### src/rtl/trng_pkg.sv
// Shared definitions for the TRNG entropy-collection blocks: von Neumann codes,
// default parameter values and a constant-evaluable clog2.
package trng_pkg;

  localparam logic [1:0] VN_OUT0 = 2'b01;
  localparam logic [1:0] VN_OUT1 = 2'b10;

  localparam int DEF_SYNC_STAGES = 2;
  localparam int DEF_SAMPLE_DIV  = 4;
  localparam int DEF_VN_EN       = 1;
  localparam int DEF_RCT_CUTOFF  = 16;
  localparam int DEF_FIFO_DEPTH  = 4;

  typedef enum logic {
    PAIR_A = 1'b0,
    PAIR_B = 1'b1
  } pair_state_t;

  function automatic int clog2(input int n);
    int r;
    r = 0;
    for (int i = 0; i < 31; i++) begin
      if ((1 << i) < n) r = i + 1;
    end
    return r;
  endfunction

endpackage

### src/rtl/trng_byte_fifo.sv
// Small synchronous FIFO with registered storage; DEPTH must be a power of two
// (>= 2) so the pointers wrap naturally.
module trng_byte_fifo
  import trng_pkg::*;
#(
  parameter int DEPTH = DEF_FIFO_DEPTH,
  parameter int WIDTH = 8
) (
  input  logic                   i_clk,
  input  logic                   i_rst,
  input  logic                   i_push,
  input  logic [WIDTH-1:0]       i_push_data,
  input  logic                   i_pop,
  output logic [WIDTH-1:0]       o_head,
  output logic                   o_full,
  output logic                   o_empty,
  output logic [clog2(DEPTH):0]  o_level
);

  localparam int AW = (DEPTH > 1) ? clog2(DEPTH) : 1;
  localparam int LW = clog2(DEPTH) + 1;
  localparam logic [LW-1:0] FULL_LVL = LW'(DEPTH);

  logic [WIDTH-1:0] r_mem [DEPTH];
  logic [AW-1:0]    r_wr_ptr;
  logic [AW-1:0]    r_rd_ptr;
  logic [LW-1:0]    r_count;
  logic             w_push_ok;
  logic             w_pop_ok;

  assign o_full    = (r_count == FULL_LVL);
  assign o_empty   = (r_count == '0);
  assign o_level   = r_count;
  assign w_pop_ok  = i_pop && !o_empty;
  // A push into a full FIFO is still accepted when a pop frees the slot this cycle.
  assign w_push_ok = i_push && (!o_full || w_pop_ok);
  assign o_head    = o_empty ? '0 : r_mem[r_rd_ptr];

  always_ff @(posedge i_clk) begin
    if (i_rst) begin
      r_wr_ptr <= '0;
      r_rd_ptr <= '0;
      r_count  <= '0;
      for (int i = 0; i < DEPTH; i++) r_mem[i] <= '0;
    end else begin
      if (w_push_ok) begin
        r_mem[r_wr_ptr] <= i_push_data;
        r_wr_ptr        <= r_wr_ptr + AW'(1);
      end
      if (w_pop_ok) r_rd_ptr <= r_rd_ptr + AW'(1);
      case ({w_push_ok, w_pop_ok})
        2'b10:   r_count <= r_count + LW'(1);
        2'b01:   r_count <= r_count - LW'(1);
        default: r_count <= r_count;
      endcase
    end
  end

endmodule

### src/rtl/trng_bit_collector.sv
// Ring-oscillator bit collector: synchronise, sample, health-test, debias,
// pack into bytes and buffer for a valid/ready consumer.
//
// Pair FSM
//   state  | meaning
//   PAIR_A | waiting for first sample of a von Neumann pair
//   PAIR_B | first sample held, next strobe completes the pair
module trng_bit_collector
  import trng_pkg::*;
#(
  parameter int SYNC_STAGES = DEF_SYNC_STAGES,
  parameter int SAMPLE_DIV  = DEF_SAMPLE_DIV,
  parameter int VN_EN       = DEF_VN_EN,
  parameter int RCT_CUTOFF  = DEF_RCT_CUTOFF,
  parameter int FIFO_DEPTH  = DEF_FIFO_DEPTH
) (
  input  logic                        i_clk,
  input  logic                        i_rst,
  input  logic                        i_enable,
  input  logic                        i_raw_bit,
  output logic [7:0]                  o_byte_out,
  output logic                        o_byte_valid,
  input  logic                        i_byte_ready,
  output logic                        o_health_fail,
  output logic                        o_overflow,
  output logic [clog2(FIFO_DEPTH):0]  o_fifo_level
);

  localparam int DW = (SAMPLE_DIV > 1) ? clog2(SAMPLE_DIV) : 1;
  localparam logic [DW-1:0] DIV_LAST  = DW'(SAMPLE_DIV - 1);
  localparam logic [7:0]    RCT_LIMIT = 8'(RCT_CUTOFF);

  logic [SYNC_STAGES-1:0] r_sync;
  logic [DW-1:0]          r_div;
  logic [7:0]             r_rct_cnt;
  logic                   r_prev;
  logic                   r_health_fail;
  logic                   r_overflow;
  pair_state_t            r_pair_state;
  pair_state_t            w_pair_next;
  logic                   r_pair_a;
  logic [6:0]             r_shift;
  logic [2:0]             r_bit_cnt;
  logic                   r_byte_done;
  logic [7:0]             r_byte;

  logic                   w_s_bit;
  logic                   w_strobe;
  logic [7:0]             w_rct_next;
  logic                   w_emit;
  logic                   w_emit_bit;
  logic                   w_fifo_push;
  logic                   w_fifo_pop;
  logic                   w_fifo_full;
  logic                   w_fifo_empty;

  always_ff @(posedge i_clk) begin
    if (i_rst) r_sync <= '0;
    else       r_sync <= {r_sync[SYNC_STAGES-2:0], i_raw_bit};
  end
  assign w_s_bit = r_sync[SYNC_STAGES-1];

  always_ff @(posedge i_clk) begin
    if (i_rst || !i_enable)   r_div <= '0;
    else if (r_div == DIV_LAST) r_div <= '0;
    else                      r_div <= r_div + DW'(1);
  end
  assign w_strobe = i_enable && (r_div == DIV_LAST);

  // A zero count marks "no previous sample", so the next sample restarts at 1.
  always_comb begin
    w_rct_next = 8'd1;
    if (r_rct_cnt != 8'd0 && w_s_bit == r_prev)
      w_rct_next = (r_rct_cnt == 8'hFF) ? r_rct_cnt : r_rct_cnt + 8'd1;
  end

  always_ff @(posedge i_clk) begin
    if (i_rst) begin
      r_rct_cnt     <= '0;
      r_prev        <= 1'b0;
      r_health_fail <= 1'b0;
    end else if (!i_enable) begin
      r_rct_cnt <= '0;
    end else if (w_strobe) begin
      r_rct_cnt <= w_rct_next;
      r_prev    <= w_s_bit;
      if (w_rct_next == RCT_LIMIT) r_health_fail <= 1'b1;
    end
  end

  always_ff @(posedge i_clk) begin
    if (i_rst) begin
      r_pair_state <= PAIR_A;
      r_pair_a     <= 1'b0;
    end else begin
      r_pair_state <= w_pair_next;
      if (!i_enable)                             r_pair_a <= 1'b0;
      else if (w_strobe && r_pair_state == PAIR_A) r_pair_a <= w_s_bit;
    end
  end

  always_comb begin
    w_pair_next = r_pair_state;
    w_emit      = 1'b0;
    w_emit_bit  = 1'b0;
    if (!i_enable) begin
      w_pair_next = PAIR_A;
    end else if (w_strobe) begin
      if (VN_EN == 0) begin
        w_emit     = 1'b1;
        w_emit_bit = w_s_bit;
      end else begin
        case (r_pair_state)
          PAIR_A: w_pair_next = PAIR_B;
          PAIR_B: begin
            w_pair_next = PAIR_A;
            if ({r_pair_a, w_s_bit} == VN_OUT0) begin
              w_emit     = 1'b1;
              w_emit_bit = 1'b0;
            end else if ({r_pair_a, w_s_bit} == VN_OUT1) begin
              w_emit     = 1'b1;
              w_emit_bit = 1'b1;
            end
          end
          default: w_pair_next = PAIR_A;
        endcase
      end
    end
  end

  // A completed byte is staged for one cycle; dropping enable does not discard it.
  always_ff @(posedge i_clk) begin
    if (i_rst) begin
      r_shift     <= '0;
      r_bit_cnt   <= '0;
      r_byte_done <= 1'b0;
      r_byte      <= '0;
    end else begin
      r_byte_done <= 1'b0;
      if (!i_enable) begin
        r_shift   <= '0;
        r_bit_cnt <= '0;
      end else if (w_emit) begin
        r_shift   <= {r_shift[5:0], w_emit_bit};
        r_bit_cnt <= r_bit_cnt + 3'd1;
        if (r_bit_cnt == 3'd7) begin
          r_byte_done <= 1'b1;
          r_byte      <= {r_shift, w_emit_bit};
        end
      end
    end
  end

  assign o_byte_valid = !w_fifo_empty && !r_health_fail;
  assign w_fifo_pop   = o_byte_valid && i_byte_ready;
  assign w_fifo_push  = r_byte_done && !r_health_fail;

  trng_byte_fifo #(
    .DEPTH (FIFO_DEPTH),
    .WIDTH (8)
  ) u_fifo (
    .i_clk       (i_clk),
    .i_rst       (i_rst),
    .i_push      (w_fifo_push),
    .i_push_data (r_byte),
    .i_pop       (w_fifo_pop),
    .o_head      (o_byte_out),
    .o_full      (w_fifo_full),
    .o_empty     (w_fifo_empty),
    .o_level     (o_fifo_level)
  );

  always_ff @(posedge i_clk) begin
    if (i_rst)                                          r_overflow <= 1'b0;
    else if (w_fifo_push && w_fifo_full && !w_fifo_pop) r_overflow <= 1'b1;
  end

  assign o_health_fail = r_health_fail;
  assign o_overflow    = r_overflow;

endmodule

### config.mk
export PLATFORM = sky130hd
export DESIGN_NAME = trng_bit_collector
export DESIGN_NICKNAME = d
export VERILOG_FILES = /design/src/rtl/trng_pkg.sv /design/src/rtl/trng_byte_fifo.sv /design/src/rtl/trng_bit_collector.sv
export SDC_FILE = /design/constraint.sdc
export NUM_CORES = 1
export LEC_CHECK = 0
export CAP_MARGIN = 10
export CORE_MARGIN = 1.5
export CORE_UTILIZATION = 30
export CTS_BUF_LIST = sky130_fd_sc_hd__clkbuf_8
export DETAILED_ROUTE_END_ITERATION = 7
export GPL_ROUTABILITY_DRIVEN = 1
export GPL_TIMING_DRIVEN = 0
export SYNTH_ARGS = -nofsm -noshare
export SYNTH_HDL_FRONTEND = slang
export SYNTH_SLANG_ARGS = --single-unit
export TNS_END_PERCENT = 100
### constraint.sdc
create_clock -name i_clk -period 2.6 [get_ports i_clk]
set_clock_uncertainty 0.1 [all_clocks]
set_input_delay 0.26 -clock i_clk [delete_from_list [all_inputs] [get_ports i_clk]]
set_output_delay 0.26 -clock i_clk [all_outputs]
set_load 0.005 [all_outputs]
# After elaboration in Yosys (flattened, before gate mapping)
# Memory sizes are Yosys's and may differ from the RTL's. A register that Yosys moved wholly into a read port is not among the register bits.
# Index checks and enable logic that the tools add are counted.
# op_classes
n_reduce_logical	27
muxes	24
n_bitwise	3
n_eq_ne	10
n_addsub	7
# op_table
operator	count
8-bit two-way mux	4
1-bit two-way mux	15
1-bit logical AND	10
8-bit by 1-bit adder with 8-bit output (second input constant)	1
8-bit by 5-bit equality test with 1-bit output (second input constant)	1
8-bit equality test (second input constant)	1
8-bit nonzero test	1
8-bit OR reduction	1
2-bit by 1-bit adder with 2-bit output (second input constant)	3
3-bit by 1-bit adder with 3-bit output (second input constant)	2
2-bit equality test (second input constant)	3
3-bit equality test (second input constant)	2
2-bit two-way mux	3
3-bit case mux with 2 select lines	1
3-bit AND reduction	2
1-bit zero test	5
2-bit by 1-bit equality test with 1-bit output (second input constant)	2
2-bit OR reduction	2
3-bit zero test	1
1-bit NOT	3
3-bit OR reduction	1
3-bit by 1-bit subtractor with 3-bit output (second input constant)	1
1-bit logical OR	2
1-bit case mux with 2 select lines	1
3 further kinds	3
# totals
ramBits	32
register_bits	43
output_inout_bits	14
n_memories	1
in_bits	5
elab_cells	87
# mem_list
name	depth	width	rd	rd_clocked_by_memory_dff	wr	line_no	text
u_fifo.r_mem	4	8	1	1	4	trng_byte_fifo.sv:24	logic [WIDTH-1:0] r_mem [DEPTH];

# Logic depth before layout (Yosys ltp)
# logic_depth
ltp_word	12
mapped_depth	9
ltp_nobuf	9

# Modules after synthesis
# A second synthesis with hierarchy kept.
# unflattened
hier_cells	330
hier_area_um2	3523.4
# by_module_without_submodules
mod	n_inst	cells_each	seq_area_each_um2	area_each_um2
trng_byte_fifo	1	140	1141.1	1906.8
trng_bit_collector	1	190	720.7	1616.6

# Least setup slack after synthesis
# Ideal clock, no wire load.
# synth_timing
path_type	flip-flop to flip-flop
from	reg u_fifo.r_count[0] (netlist: u_fifo.o_level[0])
to	reg u_fifo.r_count[2] (netlist: u_fifo.o_level[2])
setup_slack_ps	287
synth_period_minus_slack_ps	2313
setup_ps	71
stages_incl_launch_ff	9
path_buffers	0
arrival_time_ps	2143
required_time_ps	2429
path_cell_list	dfxtp_1 > nor3_1 > nor3b_1 > ha_1 > inv_1 > fa_1 > xor2_1 > or3_1 > a21oi_1
# synth_between
elab_chain_len	9
elab_cells_between_ends	15
cone_classes	add/sub: 2; eq/ne: 3; mux: 1; reduce/logical: 9
# synth_rtl
item	line_no	text
start: declaration	trng_byte_fifo.sv:27	logic [LW-1:0] r_count;
start signal: assignment	trng_byte_fifo.sv:52	2'b10: r_count <= r_count + LW'(1);
start signal: assignment	trng_byte_fifo.sv:53	2'b01: r_count <= r_count - LW'(1);
start signal: assignment	trng_byte_fifo.sv:54	default: r_count <= r_count;
3-bit zero test *	trng_byte_fifo.sv:32	assign o_empty = (r_count == '0);
1-bit zero test *	trng_byte_fifo.sv:34, trng_bit_collector.sv:154	
1-bit logical AND	trng_bit_collector.sv:154	assign o_byte_valid = !w_fifo_empty && !r_health_fail;
1-bit logical AND	trng_bit_collector.sv:155	assign w_fifo_pop = o_byte_valid && i_byte_ready;
1-bit logical AND *	trng_byte_fifo.sv:34	assign w_pop_ok = i_pop && !o_empty;
named net u_fifo.w_pop_ok	trng_byte_fifo.sv:29	logic w_pop_ok;
1-bit logical OR	trng_byte_fifo.sv:36	assign w_push_ok = i_push && (!o_full || w_pop_ok);
1-bit logical AND	trng_byte_fifo.sv:36	
2-bit by 1-bit equality test with 1-bit output or 2-bit equality test (tied branches)	trng_byte_fifo.sv:51	case ({w_push_ok, w_pop_ok})
3-bit case mux with 2 select lines or 2-bit nonzero test (tied branches)	n/a	
# The timed path passes the listed nets; every way through them passes the cells marked *.
# A chain may end at the register's enable or synchronous reset.

==> impl_metrics.yaml <==
power_and_ir_drop:
  p_seq_frac: 0.545
  switchingPower_uw: 515
  p_comb_frac: 0.025
  ir_drop_mv: 0.209
  p_per_area_mw_per_mm2: 587
  power_switching_share: 0.218
  p_int_uw: 1850
  power.static_leakage_uw: 0.00133
  clockPowerShare: 0.430
  p_total_uw: 2370
clocking:
  cts_hold_buf: 0
  post_cts_buffers: 0
  htree_levels: 3
  clkTransAtPathRegs_ns: 0.08
  clock-sinks: 77
  cts_made_buffers: 9
  root_buffer: "clkbuf_8"
  ctsLongestPathBuffers: 2
  insertion_delay_ns: 0.36
  cts_tree: "built"
drt:
  drt_iter0_markers: 98
  vias: 2323
  route.detailed.drc: 0
  routed_wl_mm: 6.58
  post_drt_via_cell_ratio: 4.73
  post_drt_wl_per_cell_um: 13.4
  drtPass1Iterations: 4
  ant_nets: 0
cells_and_area:
  fin_util: 0.367
  mostFrequentLayoutCell: "dfxtp_1"
  final_cell_mix: "dfxtp_1, nand2_1, and2_1"
  final.fill_count: 1097
  area_growth_pct: 17.7
  multi_input_area_mm2: 0.00148
  num-nets-final: 359
  diodes: 0
  drive_above_1_share: 0.140
  fin_area_mm2: 0.00403
  seq_area_mm2: 0.00186
yosys:
  ys_seq_area_frac: 0.544
  synthCells: 318
  yosysWarnings: 0
  synth-main-ff-cell: "dfxtp_1"
  syn_nets: 331
  ys_types: 48
  netlist_area_mm2: 0.00342
  async_flop_share: 0
  yosys_register_bits: 77
  synth_enable_flop_cells: 32
  avgSynthCellArea_um2: 10.8
setup_path:
  path_cells: "clkbuf_1 -> mux4_2 -> nor2b_1 -> clkdlybuf4s50_1"
  path_class: "flip-flop to primary output"
  crit_fanout: 8
  crit_required_ns: 2.24
  cp_top_family: "buffers and inverters"
  r2r_setup_slack_ns: 0.19
  cp.buffers_inverters: 2
  cp.arrival_ns: 2.05
  cpPeakStageDelay_ns: 0.43
  slowest_stage: "clkdlybuf4s50_1"
  crit_path_end_kind: "primary output"
  startpoint_type: "flip-flop"
timing:
  finalSetupViolations: 0
  maxSlewHeadroom: 0.571
  layout_min_cycle_time_ns: 2.41
  worstMarginPinSlew_ns: 0.636
  max_freq_mhz: 415
  hold_slack_ns: 0.332
  rsz0062_at_grt: "no"
  fin_ws_ns: 0.188
  hold_violations: 0
  report.final.slew_viol_count: 0
  min_period_over_period: 0.928
floorplan:
  core_mm2: 0.0110
  dieArea_mm2: 0.0121
  start_util: 0.312
  rows: 38
  ioPinCount: 19
  die_x_um: 110
  die_y_um: 110
min_path:
  hold_path_class: "flip-flop to flip-flop"
grt:
  grt_pass1_vias: 2227
  grt_pass1_wl_mm: 10.7
  antenna_found_initial: 0
  grt_max_degree: 15
  grt_use_total: 0.119
  globalRouteOverflowTotal: 0
flow_run:
  cap_violations: 0
outcome:
  status: "completed"
place:
  post-place-ws_ns: -0.519
  portBuffers: 18
  dpl_cell_area_mm2: 0.00378
  hpwl_mm: 4.49
  gp_congestion: 0.824
[registers in the layout, summed over array words and instances, names as in the netlist, named ones only]
register,flops
u_fifo.r_mem,32
r_byte,8
r_rct_cnt,8
r_shift,7
r_bit_cnt,3
u_fifo.o_level,3
r_div,2
r_sync,2
u_fifo.r_rd_ptr,2
u_fifo.r_wr_ptr,2
o_health_fail,1
o_overflow,1
r_byte_done,1
r_pair_a,1
r_pair_state,1
r_prev,1
[metal layers]
| metal | vias to the layer above | track usage | wire, um | share of wire |
|---|---|---|---|---|
| li1 | 1175 | - | - | - |
| met4 | 0 | 0.0557 | 155 | 0.024 |
| met3 | 13 | 0.0308 | 189 | 0.029 |
| met1 | 1100 | 0.138 | 3060 | 0.47 |
| met2 | 35 | 0.204 | 3170 | 0.48 |
| met5 | - | 0 | 0 | 0 |
[through the flow]
step / cells / setup TNS (ns)
6_report: 491 / 0
3_3_place_gp: 476 / -9.75
2_1_floorplan: 318 / 0
5_1_grt: 491 / 0
4_1_cts: 492 / 0
3_5_place_dp: 477 / -9.04
[timing repair]
action,in CTS,in global routing
resized for setup,4,3
endpoints found under the setup margin,24,11
hold endpoints to repair,0,0
[power by group through the flow]
| stage | Sequential (uW) | Combinational [uW] | Clock (uW) |
|---|---|---|---|
| after global routing | 1290 | 64.6 | 1080 |
| after detailed placement | 1320 | 58.9 | 0 |
| final | 1290 | 59.0 | 1020 |
| after global placement | 1320 | 58.3 | 0 |
| after floorplan | 1310 | 38.4 | 0 |
| after CTS | 1290 | 59.7 | 1040 |
[Yosys cell counts (all sizes together), types with 2 or more instances]
| library cell | count | area (um2) |
|---|---|---|
| dfxtp | 45 | 901 |
| nand2 | 34 | 128 |
| and2 | 33 | 206 |
| edfxtp | 32 | 961 |
| a21oi | 27 | 135 |
| nor2 | 18 | 67.6 |
| nand3 | 13 | 70.1 |
| nor2b | 12 | 75.1 |
| inv | 10 | 37.5 |
| clkbuf | 9 | 33.8 |
| buf | 8 | 38.8 |
| mux4 | 8 | 180 |
| ha | 7 | 87.6 |
| xnor2 | 6 | 52.6 |
| or2 | 5 | 31.3 |
| a211oi | 4 | 30.0 |
| and3 | 4 | 26.3 |
| nor3 | 4 | 20.0 |
| nor3b | 4 | 35.0 |
| xor2 | 4 | 35.0 |
| o211ai | 3 | 22.5 |
| o21ai | 3 | 15.0 |
| a31o | 2 | 17.5 |
| a31oi | 2 | 12.5 |
| mux2i | 2 | 20.0 |
| nand2b | 2 | 12.5 |
| nand4 | 2 | 12.5 |
[layout make-up]
cell class | count | share of cell area
flip-flops and latches | 77 | 0.462
multi-input cells | 214 | 0.367
repair buffers | 19 | 0.0466
well taps | 140 | 0.0435
clock buffers | 9 | 0.0307
clock inverters | 7 | 0.0245
plain buffers | 15 | 0.0161
inverters | 10 | 0.00932
[kinds of logic after synthesis]
kind of cell | after synthesis | share of synthesized area
and+or+nand+nor | 138 | 0.220
xor gates and xnor gates | 10 | 0.0256
buffers and inverters | 27 | 0.0322
muxes | 10 | 0.0585
AOI/OAI and AO/OA | 48 | 0.0885
DFF | 77 | 0.544
adders and majority gates | 8 | 0.0314
[worst paths after layout]
check	depth (start not counted)	start	end
max	4	flip-flop	o_byte_out[1]
min	1	r_div[0]$_SDFF_PP0_	r_div[0]$_SDFF_PP0_
max reg2reg	9	u_fifo.o_level[0]$_SDFFE_PP0P_	u_fifo.o_level[2]$_SDFFE_PP0P_
min reg2reg	1	r_div[0]$_SDFF_PP0_	r_div[0]$_SDFF_PP0_
Power figures use the tool's default switching activity.
